==> src/rtl/tpu_pkg.sv <==
// Shared types and default sizes for the systolic-array feeder.
package tpu_pkg;

  localparam int DEF_ARRAY_W = 2;
  localparam int DEF_DATA_W  = 16;
  localparam int DEF_CNT_W   = 16;

  typedef enum logic [2:0] {
    IDLE,
    LOAD_W,
    SWITCH,
    STREAM,
    DRAIN
  } feeder_state_t;

  // Column counts above the physical array width are clamped to it.
  function automatic logic [15:0] sat_cols(input logic [15:0] cols, input int unsigned max_cols);
    if (32'(cols) > max_cols) return 16'(max_cols);
    return cols;
  endfunction

endpackage

==> src/rtl/skew_line.sv <==
// DEPTH-stage data+valid shift register used to delay one array row by DEPTH cycles.
module skew_line #(
  parameter int DEPTH  = 1,
  parameter int DATA_W = 16
) (
  input  logic              clk,
  input  logic              rst_n,
  input  logic [DATA_W-1:0] i_data,
  input  logic              i_valid,
  output logic [DATA_W-1:0] o_data,
  output logic              o_valid
);

  logic [DATA_W-1:0] r_data  [DEPTH];
  logic              r_valid [DEPTH];

  always_ff @(posedge clk or negedge rst_n) begin
    if (!rst_n) begin
      for (int k = 0; k < DEPTH; k++) begin
        r_data[k]  <= '0;
        r_valid[k] <= 1'b0;
      end
    end else begin
      r_data[0]  <= i_data;
      r_valid[0] <= i_valid;
      for (int k = 1; k < DEPTH; k++) begin
        r_data[k]  <= r_data[k-1];
        r_valid[k] <= r_valid[k-1];
      end
    end
  end

  assign o_data  = r_data[DEPTH-1];
  assign o_valid = r_valid[DEPTH-1];

endmodule

==> src/rtl/sys_feeder.sv <==
// Feeds weights, the shadow-to-active switch and diagonally skewed activations into the systolic array.
// Optional SYS_FEEDER_STALL_CNT_EN adds stall_cnt_o (STREAM cycles without a_valid).
//
// state  | meaning
// IDLE   | waiting for a command, cmd_ready high
// LOAD_W | accepting ARRAY_W weight rows, last one lands in row 0
// SWITCH | one cycle; schedules the switch pulse
// STREAM | accepting activation vectors into the skew lines
// DRAIN  | ARRAY_W cycles letting the skew lines empty, then done
module sys_feeder
  import tpu_pkg::*;
#(
  parameter int ARRAY_W = DEF_ARRAY_W,
  parameter int DATA_W  = DEF_DATA_W,
  parameter int CNT_W   = DEF_CNT_W
) (
  input  logic                      clk,
  input  logic                      rst_n,
  input  logic                      cmd_valid,
  output logic                      cmd_ready,
  input  logic [CNT_W-1:0]          cmd_n_act,
  input  logic [15:0]               cmd_cols,
  input  logic                      w_valid,
  output logic                      w_ready,
  input  logic [ARRAY_W*DATA_W-1:0] w_data,
  input  logic                      a_valid,
  output logic                      a_ready,
  input  logic [ARRAY_W*DATA_W-1:0] a_data,
  output logic [ARRAY_W*DATA_W-1:0] sys_weight_o,
  output logic [ARRAY_W-1:0]        sys_accept_w_o,
  output logic                      sys_switch_o,
  output logic [ARRAY_W*DATA_W-1:0] sys_data_o,
  output logic [ARRAY_W-1:0]        sys_valid_o,
  output logic [15:0]               col_size_o,
  output logic                      col_size_vld_o,
  output logic                      busy_o,
  output logic                      done_o
`ifdef SYS_FEEDER_STALL_CNT_EN
  ,
  output logic [31:0]               stall_cnt_o
`endif
);

  localparam int              WC_W     = $clog2(ARRAY_W + 1);
  localparam logic [WC_W-1:0] LAST_IDX = WC_W'(ARRAY_W - 1);

  feeder_state_t    r_state;
  logic [CNT_W-1:0] r_act_left;
  logic [WC_W-1:0]  r_cnt;   // weight rows left in LOAD_W, flush cycles left in DRAIN
  logic             w_w_hs;
  logic             w_a_hs;

  assign w_w_hs = w_valid & w_ready;
  assign w_a_hs = a_valid & a_ready;

  always_ff @(posedge clk or negedge rst_n) begin
    if (!rst_n) begin
      r_state        <= IDLE;
      r_act_left     <= '0;
      r_cnt          <= '0;
      cmd_ready      <= 1'b1;
      w_ready        <= 1'b0;
      a_ready        <= 1'b0;
      sys_weight_o   <= '0;
      sys_accept_w_o <= '0;
      sys_switch_o   <= 1'b0;
      col_size_o     <= '0;
      col_size_vld_o <= 1'b0;
      busy_o         <= 1'b0;
      done_o         <= 1'b0;
    end else begin
      col_size_vld_o <= 1'b0;
      sys_switch_o   <= 1'b0;
      sys_accept_w_o <= '0;
      done_o         <= 1'b0;
      case (r_state)
        IDLE: begin
          if (cmd_valid && cmd_ready) begin
            r_state        <= LOAD_W;
            r_act_left     <= cmd_n_act;
            r_cnt          <= LAST_IDX;
            col_size_o     <= sat_cols(cmd_cols, ARRAY_W);
            col_size_vld_o <= 1'b1;
            cmd_ready      <= 1'b0;
            busy_o         <= 1'b1;
            w_ready        <= 1'b1;
          end
        end
        LOAD_W: begin
          if (w_w_hs) begin
            sys_weight_o   <= w_data;
            sys_accept_w_o <= '1;
            if (r_cnt == '0) begin
              r_state <= SWITCH;
              w_ready <= 1'b0;
            end else begin
              r_cnt <= r_cnt - WC_W'(1);
            end
          end
        end
        SWITCH: begin
          sys_switch_o <= 1'b1;
          r_cnt        <= LAST_IDX;
          if (r_act_left == '0) begin
            r_state <= DRAIN;
          end else begin
            r_state <= STREAM;
            a_ready <= 1'b1;
          end
        end
        STREAM: begin
          if (w_a_hs) begin
            r_act_left <= r_act_left - CNT_W'(1);
            if (r_act_left == CNT_W'(1)) begin
              r_state <= DRAIN;
              a_ready <= 1'b0;
            end
          end
        end
        DRAIN: begin
          if (r_cnt == '0) begin
            r_state   <= IDLE;
            done_o    <= 1'b1;
            busy_o    <= 1'b0;
            cmd_ready <= 1'b1;
          end else begin
            r_cnt <= r_cnt - WC_W'(1);
          end
        end
        default: r_state <= IDLE;
      endcase
    end
  end

`ifdef SYS_FEEDER_STALL_CNT_EN
  always_ff @(posedge clk or negedge rst_n) begin
    if (!rst_n) begin
      stall_cnt_o <= '0;
    end else if (r_state == IDLE && cmd_valid) begin
      stall_cnt_o <= '0;
    end else if (r_state == STREAM && !a_valid && stall_cnt_o != '1) begin
      stall_cnt_o <= stall_cnt_o + 32'd1;
    end
  end
`endif

  // Row r sits r+1 registers behind the accept so vectors enter the array on a diagonal.
  for (genvar r = 0; r < ARRAY_W; r++) begin : g_row
    logic [DATA_W-1:0] w_row_in;
    assign w_row_in = w_a_hs ? a_data[r*DATA_W +: DATA_W] : '0;

    skew_line #(
      .DEPTH  (r + 1),
      .DATA_W (DATA_W)
    ) u_skew (
      .clk     (clk),
      .rst_n   (rst_n),
      .i_data  (w_row_in),
      .i_valid (w_a_hs),
      .o_data  (sys_data_o[r*DATA_W +: DATA_W]),
      .o_valid (sys_valid_o[r])
    );
  end

endmodule

==> config.mk <==
export PLATFORM = sky130hd
export DESIGN_NAME = sys_feeder
export DESIGN_NICKNAME = d
export VERILOG_FILES = /design/src/rtl/tpu_pkg.sv /design/src/rtl/skew_line.sv /design/src/rtl/sys_feeder.sv
export SDC_FILE = /design/constraint.sdc
export NUM_CORES = 1
export LEC_CHECK = 0
export CAP_MARGIN = 10
export CELL_PAD_IN_SITES_DETAIL_PLACEMENT = 1
export CELL_PAD_IN_SITES_GLOBAL_PLACEMENT = 1
export CORE_MARGIN = 10
export CORE_UTILIZATION = 31
export CTS_CLUSTER_SIZE = 16
export DETAILED_ROUTE_END_ITERATION = 8
export GPL_ROUTABILITY_DRIVEN = 0
export PLACE_DENSITY = 0.88
export SLEW_MARGIN = 5
export SYNTH_ARGS = -nofsm -noshare
export SYNTH_HDL_FRONTEND = slang
export SYNTH_SLANG_ARGS = --single-unit
==> constraint.sdc <==
create_clock -name clk -period 1.5 [get_ports clk]
set_input_delay 0.3 -clock clk [delete_from_list [all_inputs] [get_ports clk]]
set_output_delay 0.3 -clock clk [all_outputs]
set_load 0.1 [all_outputs]
== Yosys cells after proc, flatten, opt, wreduce, memory -nomap -nowiden ==
Index checks and enable logic that the tools add are counted.
Widths: inputs -> output; s select.

* Bits in registers: 128
* Input port bits: 101
* Output and inout bits: 91
* Word-level logic and storage cells: 93

* Add/sub/neg operators: 2
* $lt $le $gt $ge: 1
* Equal/unequal tests: 12
* Muxes and demuxes: 41
* Bitwise logic cells: 2
* Reduce and logical (&&, ||, !) cells: 17

{| class="wikitable"
|+ Operators by type and width
! cell !! count
|-
| $mux 16 || 6
|-
| $pmux 16 s2 || 1
|-
| $mux 3 || 7
|-
| $eq 16x1->1 const B || 1
|-
| $gt 16x2->1 const B || 1
|-
| $logic_not 16->1 || 1
|-
| $mux 1 || 16
|-
| $sub 16x1->16 const B || 1
|-
| $pmux 3 s5 || 1
|-
| $ne 2x2->1 const B || 6
|-
| $mux 2 || 5
|-
| $reduce_and 3->1 || 3
|-
| $pmux 1 s2 || 4
|-
| $pmux 2 s4 || 1
|-
| $reduce_and 4->1 || 2
|-
| $reduce_bool 2->1 || 4
|-
| $eq 3x2->1 const B || 2
|-
| $reduce_and 6->1 || 1
|-
| $reduce_and 2->1 || 2
|-
| $reduce_bool 4->1 || 1
|-
| $eq 3x1->1 const B || 1
|-
| $eq 3x3->1 const B || 1
|-
| $logic_not 3->1 || 1
|-
| $and 1x1->1 || 2
|-
| other kinds (4) || 4
|}

== Longest topological paths before layout ==
Gate-level depths: netlist of run 1.

* Depth in word-level cells: 5
* Depth in mapped cells: 7

== Cells and area by module ==
A second synthesis of run 1 with hierarchy kept.

* Cell total of the unflattened synthesis: 412
* Area, all modules: 5061.1 um^2

{| class="wikitable"
|+ Modules (own cells, without submodules)
! module !! instances !! cells an instance !! area an instance (um^2) !! seq. area each (um^2)
|-
| sys_feeder || 1 || 345 || 3664.8 || 1928.1
|-
| skew_line (g_row[1].u_skew) || 1 || 50 || 970.9 || 850.8
|-
| skew_line (g_row[0].u_skew) || 1 || 17 || 425.4 || 425.4
|}

== Worst setup path after synthesis of run 1 ==
OpenSTA, ideal clock, no wires.

* Path kind: register -> register
* Start: reg a_ready
* End: reg r_act_left[15]
* Setup time: 145 ps
* Data arrival time: 1840 ps
* Path slack: -485 ps
* Stages on the path, launching flop included: 7
* Path buffers: 1
* Period minus slack after synthesis: 1985 ps
* Cells stage by stage: dfrtp_1 -> nand2_1 -> inv_2 -> a22oi_4 -> buf_2 -> a21boi_1 -> o211ai_1

* Cells in the longest elaborated chain, start to end: 3

{| class="wikitable"
|+ Ends and longest elaborated chain
! element !! RTL line !! text
|-
| from (decl) || sys_feeder.sv:27 || <nowiki>output logic a_ready,</nowiki>
|-
| from (signal assigned) || sys_feeder.sv:63 || <nowiki>a_ready <= 1'b0;</nowiki>
|-
| from (signal assigned) || sys_feeder.sv:108 || <nowiki>a_ready <= 1'b1;</nowiki>
|-
| from (signal assigned) || sys_feeder.sv:116 || <nowiki>a_ready <= 1'b0;</nowiki>
|-
| $and 1x1->1 || sys_feeder.sv:54 || <nowiki>assign w_a_hs = a_valid & a_ready;</nowiki>
|-
| via g_row[0].u_skew.i_valid || skew_line.sv:9 || <nowiki>input logic i_valid,</nowiki>
|-
| $ne 2x1->1 (no line) || - ||
|-
| $reduce_and 3->1 (no line) || - ||
|-
| to (signal assigned) || sys_feeder.sv:80 || <nowiki>r_act_left <= cmd_n_act;</nowiki>
|-
| to (signal assigned) || sys_feeder.sv:113 || <nowiki>r_act_left <= r_act_left - CNT_W'(1);</nowiki>
|-
| to (decl) || sys_feeder.sv:48 || <nowiki>logic [CNT_W-1:0] r_act_left;</nowiki>
|}

The timed path passes the listed nets, and every way through them passes these cells.
A chain may end at the register's enable or synchronous reset.

== Worst setup path in the final report of run 1 ==
* Start: reg r_state[2]
* End: reg sys_weight_o[1]

* Cells in the longest elaborated chain, start to end: 2

{| class="wikitable"
|+ Ends and longest elaborated chain
! element !! RTL line !! text
|-
| from (decl) || sys_feeder.sv:47 || <nowiki>feeder_state_t r_state;</nowiki>
|-
| from (signal assigned) || sys_feeder.sv:58 || <nowiki>r_state <= IDLE;</nowiki>
|-
| from (signal assigned) || sys_feeder.sv:79 || <nowiki>r_state <= LOAD_W;</nowiki>
|-
| from (signal assigned) || sys_feeder.sv:94 || <nowiki>r_state <= SWITCH;</nowiki>
|-
| $eq 3x1->1 || sys_feeder.sv:76 || <nowiki>case (r_state)</nowiki>
|-
| $reduce_and 2->1 (no line) || - ||
|-
| to (signal assigned) || sys_feeder.sv:91 || <nowiki>sys_weight_o <= w_data;</nowiki>
|-
| to (decl) || sys_feeder.sv:29 || <nowiki>output logic [ARRAY_W*DATA_W-1:0] sys_weight_o,</nowiki>
|}

Every way passes these cells.

==> results.tsv, run 1 <==
metric	value	unit
ir_worst_vdd	0.7563	mV
final_common_cell	dfrtp_1	
seqPwrFrac	39.9	%
max_slew_margin	70.68	%
p_leak	4.423	nW
worst-setup-path-type	register to register	
cts.sinks	127	
syn_nets	516	
synth-seq-cells	127	
rows	47	
clock_latency	0.42	ns
slew_violations	0	
initial_core_util	31.42	%
cp_cell_sequence	nor3b_4 > and3_4 > clkbuf_16 > mux2_4	
synth_cells	411	
syn_area_per_cell	12.59	um2
crit_family	simple AND/OR/NAND/NOR gates	
numPortBuffers	191	
ys_warn_count	0	
core_area	0.01647	mm2
finalHoldViolCount	0	
vias_per_cell	4.889	
crit_required	1.80	ns
r2r-start	r_state[2]	
drc	0	
cts_tree	yes	
swShare	24.30	%
hold_path_class	input port to async pin	
final_core_util	59.03	%
dp_hpwl	14240	um
p_clk_share	48.8	%
seq_area	0.003202	mm2
max_slew.worst_pin.slew	0.4398	ns
grt_use_total	17.62	%
io_pins	192	
fin_tns_setup	-6.579	ns
grt_max_degree	51	
rsz0062_at_grt	true	
dr.pass1.iters	4	
setup_viol	56	
status	complete, but fails checks	
cts_buffer_depth	2	
r2r_cells	4	
nFillCells	1596	
fin_crit_sh	110.5	%
ys_types	60	
clockRootBuffer	clkbuf_16	
multi_input_area	0.001967	mm2
worst_path_max_delay_cell	dfrtp_2	
antenna_found_initial	1	
grt_pass1_vias	5091	
path_buf_inv	1	
drtIter0Drc	164	
cpPeakStageDelay	0.48	ns
startpoint_type	register	
placed_cells	840	
die-area	0.02226	mm2
final_cell_mix	dfrtp_1, clkdlybuf4s50_1, buf_12	
chipWidth	149.2	um
vias	4395	
fmax	0.6034	GHz
power.internal	6.730	mW
area_growth	87.86	%
power_switching	2.160	mW
period_needed	1.657	ns
cts_buffers	17	
path_max_fanout	7	
clk_pin_slew	0.06	ns
finalNonFillerCells	899	
power.total	8.890	mW
postRouteAntennaNets	0	
synth_seq_area_share	61.45	%
setup_slack	-0.1573	ns
final_nets	770	
r2r-end	sys_weight_o[1]	
end_kind	register	
powerDensity	914.7	mW/mm2
drive_gt1_share	43.81	%
ff2ff_setup_slack	-0.16	ns
gr-total-overflow	0	
synth_edf_count	0	
die_h	149.2	um
async_flop_share	100.0	%
fin_skew	0.009240	ns
grt_first_pass_wirelength	30160	um
netlist_area	0.005174	mm2
crit_arrival	1.96	ns
power_frac_comb	11.3	%
synthFlopType	dfrtp_1	
path_depth	4	
routedWlPerCell	22.83	um
wl	20520	um
cts_max_level	4	
drv_cap	0	
violations	setup timing	
-- state kept, by name, indices dropped and copies added, names as in the netlist --
register / count
sys_switch_o: 1
g_row.u_skew.o_valid: 2
g_row.u_skew.r_data: 16
sys_accept_w_o: 1
a_ready: 1
r_cnt: 2
done_o: 1
r_act_left: 16
col_size_vld_o: 1
cmd_ready: 1
col_size_o: 16
sys_weight_o: 32
w_ready: 1
busy_o: 1
g_row.u_skew.o_data: 32
r_state: 3
-- what timing repair did --
item | in CTS | in global routing
gates resized for setup | 35 | 21
cloned | 3 | 1
setup buffers | 16 | 7
hold buffers | 1 | 0
pin swaps | 11 | 13
setup endpoints to repair | 58 | 72
hold endpoints to repair | 10 | 0
-- cells in the mapped netlist, types with 4 or more instances --
master / count / area (um2)
nand2_1: 11 / 41.29
nor3_1: 5 / 25.02
nand4_1: 9 / 56.30
clkbuf_1: 10 / 37.54
nor4_1: 5 / 31.28
dfrtp_1: 126 / 3153
o22a_1: 4 / 35.03
ha_1: 4 / 50.05
and3_1: 34 / 212.7
inv_1: 8 / 30.03
o21ai_1: 12 / 60.06
o21ai_0: 4 / 20.02
a31oi_1: 6 / 37.54
a21oi_1: 14 / 70.07
mux2_1: 30 / 337.8
nor2_1: 18 / 67.56
buf_2: 4 / 20.02
buf_4: 26 / 195.2
nand3_1: 7 / 35.03
and2_1: 15 / 93.84
-- area by class of cell --
| type | instances | area share (%) |
|---|---|---|
| Timing Repair Buffer | 276 | 37.17 |
| Tap cell | 220 | 2.832 |
| Sequential cell | 127 | 32.94 |
| Multi-Input combinational cell | 232 | 20.24 |
| Inverter | 11 | 0.4248 |
| Antenna cell | 1 | 0.02575 |
| Clock buffer | 17 | 4.377 |
| Clock inverter | 15 | 1.995 |
-- logic make-up after synthesis --
group	after synthesis	share of synthesized area [%]
DFF	127	61.45
and+or+nand+nor	125	14.78
AOI/OAI and AO/OA	68	9.335
buffers and inverters	53	6.119
muxes	33	7.182
adders and majority gates	4	0.9674
xor gates and xnor gates	1	0.1693
-- power groups by stage --
stage          logic, mW  registers [mW]  clock network (mW)
6_report            1.01            3.54                4.34
5_1_grt             1.05            3.55                4.60
4_1_cts             1.02            3.54                4.42
3_5_place_dp        1.01            3.61                   0
3_3_place_gp       0.981            3.60                   0
2_1_floorplan      0.284            3.74                   0
-- how the worst max path moves through the flow --
stage / slack (ns) / endpoint / from
finish: -0.16 / sys_weight_o[1] / r_state[2]
global route: -0.22 / sys_weight_o[22] / r_state[2]
CTS: -0.13 / r_act_left[15] / cmd_ready
detailed placement: -0.40 / r_act_left[2] / a_valid
global placement: -0.32 / r_act_left[2] / a_valid
floorplan: -0.20 / r_act_left[15] / cmd_ready
-- stage by stage --
step,hold WS [ns],worst slack (ns),instance area (um2)
5_1_grt,0.2915,-0.2170,9719
3_3_place_gp,0.1706,-0.3223,8621
4_1_cts,0.2725,-0.1324,9614
2_1_floorplan,0.004409,-0.2034,5343
3_5_place_dp,0.1720,-0.3973,8621
6_report,0.2836,-0.1573,9719
-- per-layer routing --
layer  routed length [um]  vias to the layer above  share of wire [%]  track usage, %
li1                     -                     1960                  -               -
met1                 7215                     2270                 35           17.82
met2                12030                      143                 59           34.39
met3                 1000                       22                4.9           4.976
met4                  281                        0                1.4           4.367
met5                    0                        -                  0               0
No activity file was read; power rests on OpenSTA's default activity.
==> run 2, diff against run 1 <==
--- a/config.mk
+++ b/config.mk
@@ -8,12 +8,13 @@
 export CAP_MARGIN = 10
 export CELL_PAD_IN_SITES_DETAIL_PLACEMENT = 1
 export CELL_PAD_IN_SITES_GLOBAL_PLACEMENT = 1
-export CORE_MARGIN = 10
-export CORE_UTILIZATION = 31
+export CORE_MARGIN = 8
+export CORE_UTILIZATION = 41
 export CTS_CLUSTER_SIZE = 16
 export DETAILED_ROUTE_END_ITERATION = 8
+export DONT_BUFFER_PORTS = 1
 export GPL_ROUTABILITY_DRIVEN = 0
-export PLACE_DENSITY = 0.88
+export PLACE_DENSITY = 0.83
 export SLEW_MARGIN = 5
 export SYNTH_ARGS = -nofsm -noshare
 export SYNTH_HDL_FRONTEND = slang
==> results.tsv, run 2 (synthesized netlist as in run 1, its figures left out) <==
metric	value	unit	change
status	complete, but fails checks		unchanged
violations	hold timing, setup timing		was setup timing
ff2ff_setup_slack	-0.33	ns	was -0.16 ns
startpoint_type	register		unchanged
gr-usage-met2	45.28	%	was 34.39%
multi_input_area	0.002170	mm2	was 0.001967 mm2
clk_pin_slew	0.06	ns	about the same
rows	41		was 47
fin_skew	0.01344	ns	was 0.009240 ns
drive_gt1_share	56.66	%	was 43.81%
powerDensity	1014	mW/mm2	was 914.7 mW/mm2
drtIter0Drc	173		was 164
hold_path_class	input port to async pin		unchanged
path_max_fanout	5		was 7
dp_hpwl	11850	um	was 14240 um
nFillCells	1181		was 1596
final_common_cell	buf_4		was dfrtp_1
rsz0062_at_grt	true		unchanged
drv_cap	0		unchanged
io_pins	192		unchanged
top_usage_layer	met2		unchanged
r2r-end	r_act_left[15]		was sys_weight_o[1]
final_cell_mix	buf_4, dfrtp_1, mux2_4		was dfrtp_1, clkdlybuf4s50_1, buf_12
cts_buffer_depth	2		unchanged
fmax	0.5450	GHz	was 0.6034 GHz
ir_worst_vdd	0.8798	mV	was 0.7563 mV
setup_slack	-0.3350	ns	was -0.1573 ns
die_h	128.3	um	was 149.2 um
num_antenna_cells	0		was 1
cts_hold_buf	1		unchanged
finalHoldViolCount	127		was 0
r2r-start	r_act_left[9]		was r_state[2]
setup_viol	71		was 56
grt.met1_usage	24.80	%	was 17.82%
grt_use_total	24.46	%	was 17.62%
cts.sinks	127		unchanged
grt_pass1_vias	4742		was 5091
clock_latency	0.42	ns	about the same
numPortBuffers	0		was 191
max_slew_margin	73.66	%	was 70.68%
postRouteAntennaNets	0		unchanged
crit_arrival	2.09	ns	was 1.96 ns
final_nets	681		was 770
worst-setup-path-type	register to register		unchanged
routedWlPerCell	26.93	um	was 22.83 um
p_leak	3.933	nW	was 4.423 nW
use_met3	7.944	%	was 4.976%
clockRootBuffer	clkbuf_16		unchanged
fin_crit_sh	122.3	%	was 110.5%
crit_required	1.75	ns	was 1.80 ns
fin_tns_setup	-7.537	ns	was -6.579 ns
wl	20410	um	was 20520 um
vias	4175		was 4395
core_area	0.01247	mm2	was 0.01647 mm2
grt_max_degree	128		was 51
antenna_found_initial	1		unchanged
hold_ws	-0.4205	ns	was 0.2836 ns
cts_max_level	4		unchanged
r2r_cells	5		was 4
gr-total-overflow	0		unchanged
dr.pass1.iters	4		unchanged
end_kind	register		unchanged
area_growth	56.44	%	was 87.86%
drc	0		unchanged
chipWidth	128.3	um	was 149.2 um
slew_violations	0		unchanged
grt_first_pass_wirelength	29680	um	was 30160 um
die-area	0.01647	mm2	was 0.02226 mm2
cts_buffers	17		unchanged
max_slew.worst_pin.slew	0.3915	ns	was 0.4398 ns
initial_core_util	41.50	%	was 31.42%
period_needed	1.835	ns	was 1.657 ns
seq_area	0.003198	mm2	was 0.003202 mm2
cts_tree	yes		unchanged
place_ws	-0.1532	ns	was -0.3973 ns
vias_per_cell	5.508		was 4.889
## run 2: through the flow
step | hold WS (ns) | total power, mW | cell area [um2] | util [%] | cells
3_3_place_gp | 0.008616 | 4.071 | 6554 | 52.57 | 681
6_report | -0.4205 | 8.206 | 8094 | 64.93 | 758
3_5_place_dp | 0.008822 | 4.086 | 6554 | 52.57 | 681
5_1_grt | -0.4392 | 8.425 | 8094 | 64.93 | 758
4_1_cts | -0.4403 | 8.213 | 7908 | 63.43 | 752
2_1_floorplan | 0.004409 | 4.020 | 5343 | - | 411
## run 2: power breakdown
group          total, mW  internal, mW  switching [mW]
Sequential          3.52          3.50          0.0257
Clock               4.17          2.71            1.46
Combinational      0.517         0.105           0.412
Total               8.21          6.31            1.90
## run 2: worst max path at each step
stage	from	end	slack, ns	cells past startpoint
after global placement	cmd_ready	r_act_left[15]	-0.08	4
after CTS	r_act_left[1]	r_act_left[15]	-0.18	5
after floorplan	cmd_ready	r_act_left[15]	-0.20	4
after global routing	r_act_left[9]	r_act_left[15]	-0.37	5
final	r_act_left[9]	r_act_left[15]	-0.33	5
after detailed placement	r_state[0]	busy_o	-0.15	5
## run 2: timing repair
item                       CTS  global route
setup buffers               32             9
hold endpoints to repair   128           127
gates cloned                 9             1
resized for setup           81            44
pin swaps                   33            23
setup endpoints to repair   57            73
## run 2: routing by layer
layer	share of wire (%)	vias to the layer above
li1	-	1784
met1	34	2138
met2	54	198
met3	7.7	53
met4	3.3	2
met5	0.044	-
## run 2: cell type report
type | instances | area share, %
Clock buffer | 22 | 5.859
Tap cell | 172 | 2.659
Sequential cell | 127 | 39.51
Timing Repair Buffer | 186 | 23.26
Multi-Input combinational cell | 233 | 26.80
Inverter | 11 | 0.5101
Clock inverter | 7 | 1.391
## run 2: worst max-delay path: stages, from the launching register on
cell and delay [ns]:
dfrtp_2 0.45, nor4_4 0.38, nand4_1 0.19, buf_4 0.20
o311ai_4 0.26, o211ai_1 0.20
==> run 3, diff against run 2 <==
--- a/config.mk
+++ b/config.mk
@@ -10,10 +10,12 @@
 export CELL_PAD_IN_SITES_GLOBAL_PLACEMENT = 1
 export CORE_MARGIN = 8
 export CORE_UTILIZATION = 41
+export CTS_CLUSTER_DIAMETER = 150
 export CTS_CLUSTER_SIZE = 16
 export DETAILED_ROUTE_END_ITERATION = 8
 export DONT_BUFFER_PORTS = 1
 export GPL_ROUTABILITY_DRIVEN = 0
+export GPL_TIMING_DRIVEN = 0
 export PLACE_DENSITY = 0.83
 export SLEW_MARGIN = 5
 export SYNTH_ARGS = -nofsm -noshare
==> results.tsv, run 3 (synthesized netlist as in run 1, its figures left out) <==
metric	value	unit	change
status	complete, but fails checks		unchanged
violations	hold timing, setup timing		unchanged
rsz0062_at_grt	true		unchanged
r2r-end	r_act_left[15]		unchanged
drv_cap	0		unchanged
postRouteAntennaNets	0		unchanged
powerDensity	1210	mW/mm2	was 1014 mW/mm2
io_pins	192		unchanged
final_nets	571		was 681
r2r_cells	4		was 5
numPortBuffers	0		unchanged
setup_viol	69		was 71
drc	0		unchanged
area_growth	31.46	%	was 56.44%
setup_slack	-0.3222	ns	was -0.3350 ns
final_core_util	54.56	%	was 64.93%
drtIter0Drc	222		was 173
drive_gt1_share	52.61	%	was 56.66%
die_h	128.3	um	unchanged
initial_core_util	41.50	%	unchanged
num_antenna_cells	0		unchanged
grt_first_pass_wirelength	25590	um	was 29680 um
core_area	0.01247	mm2	unchanged
hold_ws	-0.4212	ns	was -0.4205 ns
p_leak	3.099	nW	was 3.933 nW
vias	3578		was 4175
hold_path_class	input port to async pin		unchanged
wl	16710	um	was 20410 um
grt_use_total	20.66	%	was 24.46%
cp_cell_sequence	and4bb_4 > a22oi_4 > or3_1 > o211ai_1		was nor4_4 > nand4_1 > buf_4 > o311ai_4 > o211ai_1
clockRootBuffer	clkbuf_16		unchanged
crit_arrival	2.15	ns	was 2.09 ns
worst_path_max_delay_cell	dfstp_4		was dfrtp_2
antenna_found_initial	0		was 1
multi_input_area	0.001963	mm2	was 0.002170 mm2
final_common_cell	dfrtp_2		was buf_4
clk_pin_slew	0.06	ns	about the same
place_ws	-0.5165	ns	was -0.1532 ns
rows	41		unchanged
max_slew_margin	64.18	%	was 73.66%
grt_pass1_vias	4094		was 4742
placed_cells	583		was 681
finalHoldViolCount	127		unchanged
vias_per_cell	5.496		was 5.508
routedWlPerCell	25.66	um	was 26.93 um
end_kind	register		unchanged
period_needed	1.822	ns	was 1.835 ns
ir_worst_vdd	0.7177	mV	was 0.8798 mV
cts.sinks	127		unchanged
cts_buffers	17		unchanged
fmax	0.5488	GHz	was 0.5450 GHz
fin_skew	0.007770	ns	was 0.01344 ns
ff2ff_setup_slack	-0.32	ns	was -0.33 ns
gr-total-overflow	0		unchanged
seq_area	0.003283	mm2	was 0.003198 mm2
dp_hpwl	10620	um	was 11850 um
cts_tree	yes		unchanged
finalNonFillerCells	651		was 758
cpPeakStageDelay	0.80	ns	was 0.45 ns
max_slew.worst_pin.slew	0.5373	ns	was 0.3915 ns
die-area	0.01647	mm2	unchanged
r2r-start	cmd_ready		was r_act_left[9]
grt_max_degree	128		unchanged
chipWidth	128.3	um	unchanged
startpoint_type	register		unchanged
crit_required	1.83	ns	was 1.75 ns
fin_crit_sh	121.5	%	was 122.3%
nFillCells	1240		was 1181
dr.pass1.iters	4		unchanged
clock_latency	0.41	ns	was 0.42 ns
final_cell_mix	dfrtp_2, dfrtp_1, buf_4		was buf_4, dfrtp_1, mux2_4
slew_violations	0		unchanged
cts_buffer_depth	2		unchanged
path_max_fanout	5		unchanged
worst-setup-path-type	register to register		unchanged
cts_max_level	4		unchanged
[run 3: cell count changes in the layout (fill, tap and decap cells not counted), moves of 14 or more]
cell	before	now
buf_4	131	50
and2_1	1	15
dfrtp_1	118	52
dfrtp_2	6	71
buf_12	27	4
and2_4	14	0
[run 3: metal layers]
layer,vias up,GRT usage [%],share of wire [%]
met3,17,8.895,10
met2,156,37.36,55
li1,1567,-,-
met5,-,0,0
met1,1838,21.50,34
met4,0,5.245,1.2
[run 3: how the worst max path moves through the flow]
stage / startpoint / endpoint / slack, ns / cells after the start
6_report: cmd_ready / r_act_left[15] / -0.32 / 4
5_1_grt: cmd_ready / r_act_left[15] / -0.37 / 4
4_1_cts: cmd_ready / r_act_left[15] / -0.32 / 4
3_5_place_dp: r_act_left[0] / r_act_left[14] / -0.52 / 6
3_3_place_gp: r_act_left[0] / r_act_left[14] / -0.43 / 6
2_1_floorplan: cmd_ready / r_act_left[15] / -0.20 / 4
[run 3: metrics by stage]
stage / setup TNS (ns) / instance area, um2 / hold WS, ns / power (mW)
3_3_place_gp: -13.36 / 5558 / 0.008740 / 4.041
6_report: -11.04 / 6802 / -0.4212 / 8.232
3_5_place_dp: -15.35 / 5558 / 0.009036 / 4.055
2_1_floorplan: -5.157 / 5343 / 0.004409 / 4.020
5_1_grt: -14.20 / 6802 / -0.4488 / 8.476
4_1_cts: -12.91 / 6784 / -0.4350 / 8.265
[run 3: area by class of cell]
type | count | area share [%]
clock inverter | 13 | 2.391
sequential | 127 | 48.27
clock buffer | 19 | 6.512
tap | 172 | 3.164
buffer | 38 | 4.783
multi-input combinational | 232 | 28.86
inverter | 11 | 0.6071
timing repair buffer | 39 | 5.408
[run 3: where the power goes]
group,internal (mW),switching [mW]
logic,0.0709,0.239
registers,3.50,0.193
clock network,2.66,1.57
total,6.23,2.00
[run 3: timing repair]
item | CTS | global route
setup endpoints to repair | 144 | 76
pin swaps | 14 | 13
setup buffers | 29 | 11
cloned | 4 | 0
resized for setup | 125 | 21
hold endpoints to repair | 127 | 127
[run 3: critical path: cells and delay by family, from the launching register on]
family,cells,cell delay (ns)
DFF,1,0.80
AOI/OAI and AO/OA,2,0.29
and+or+nand+nor,2,0.64
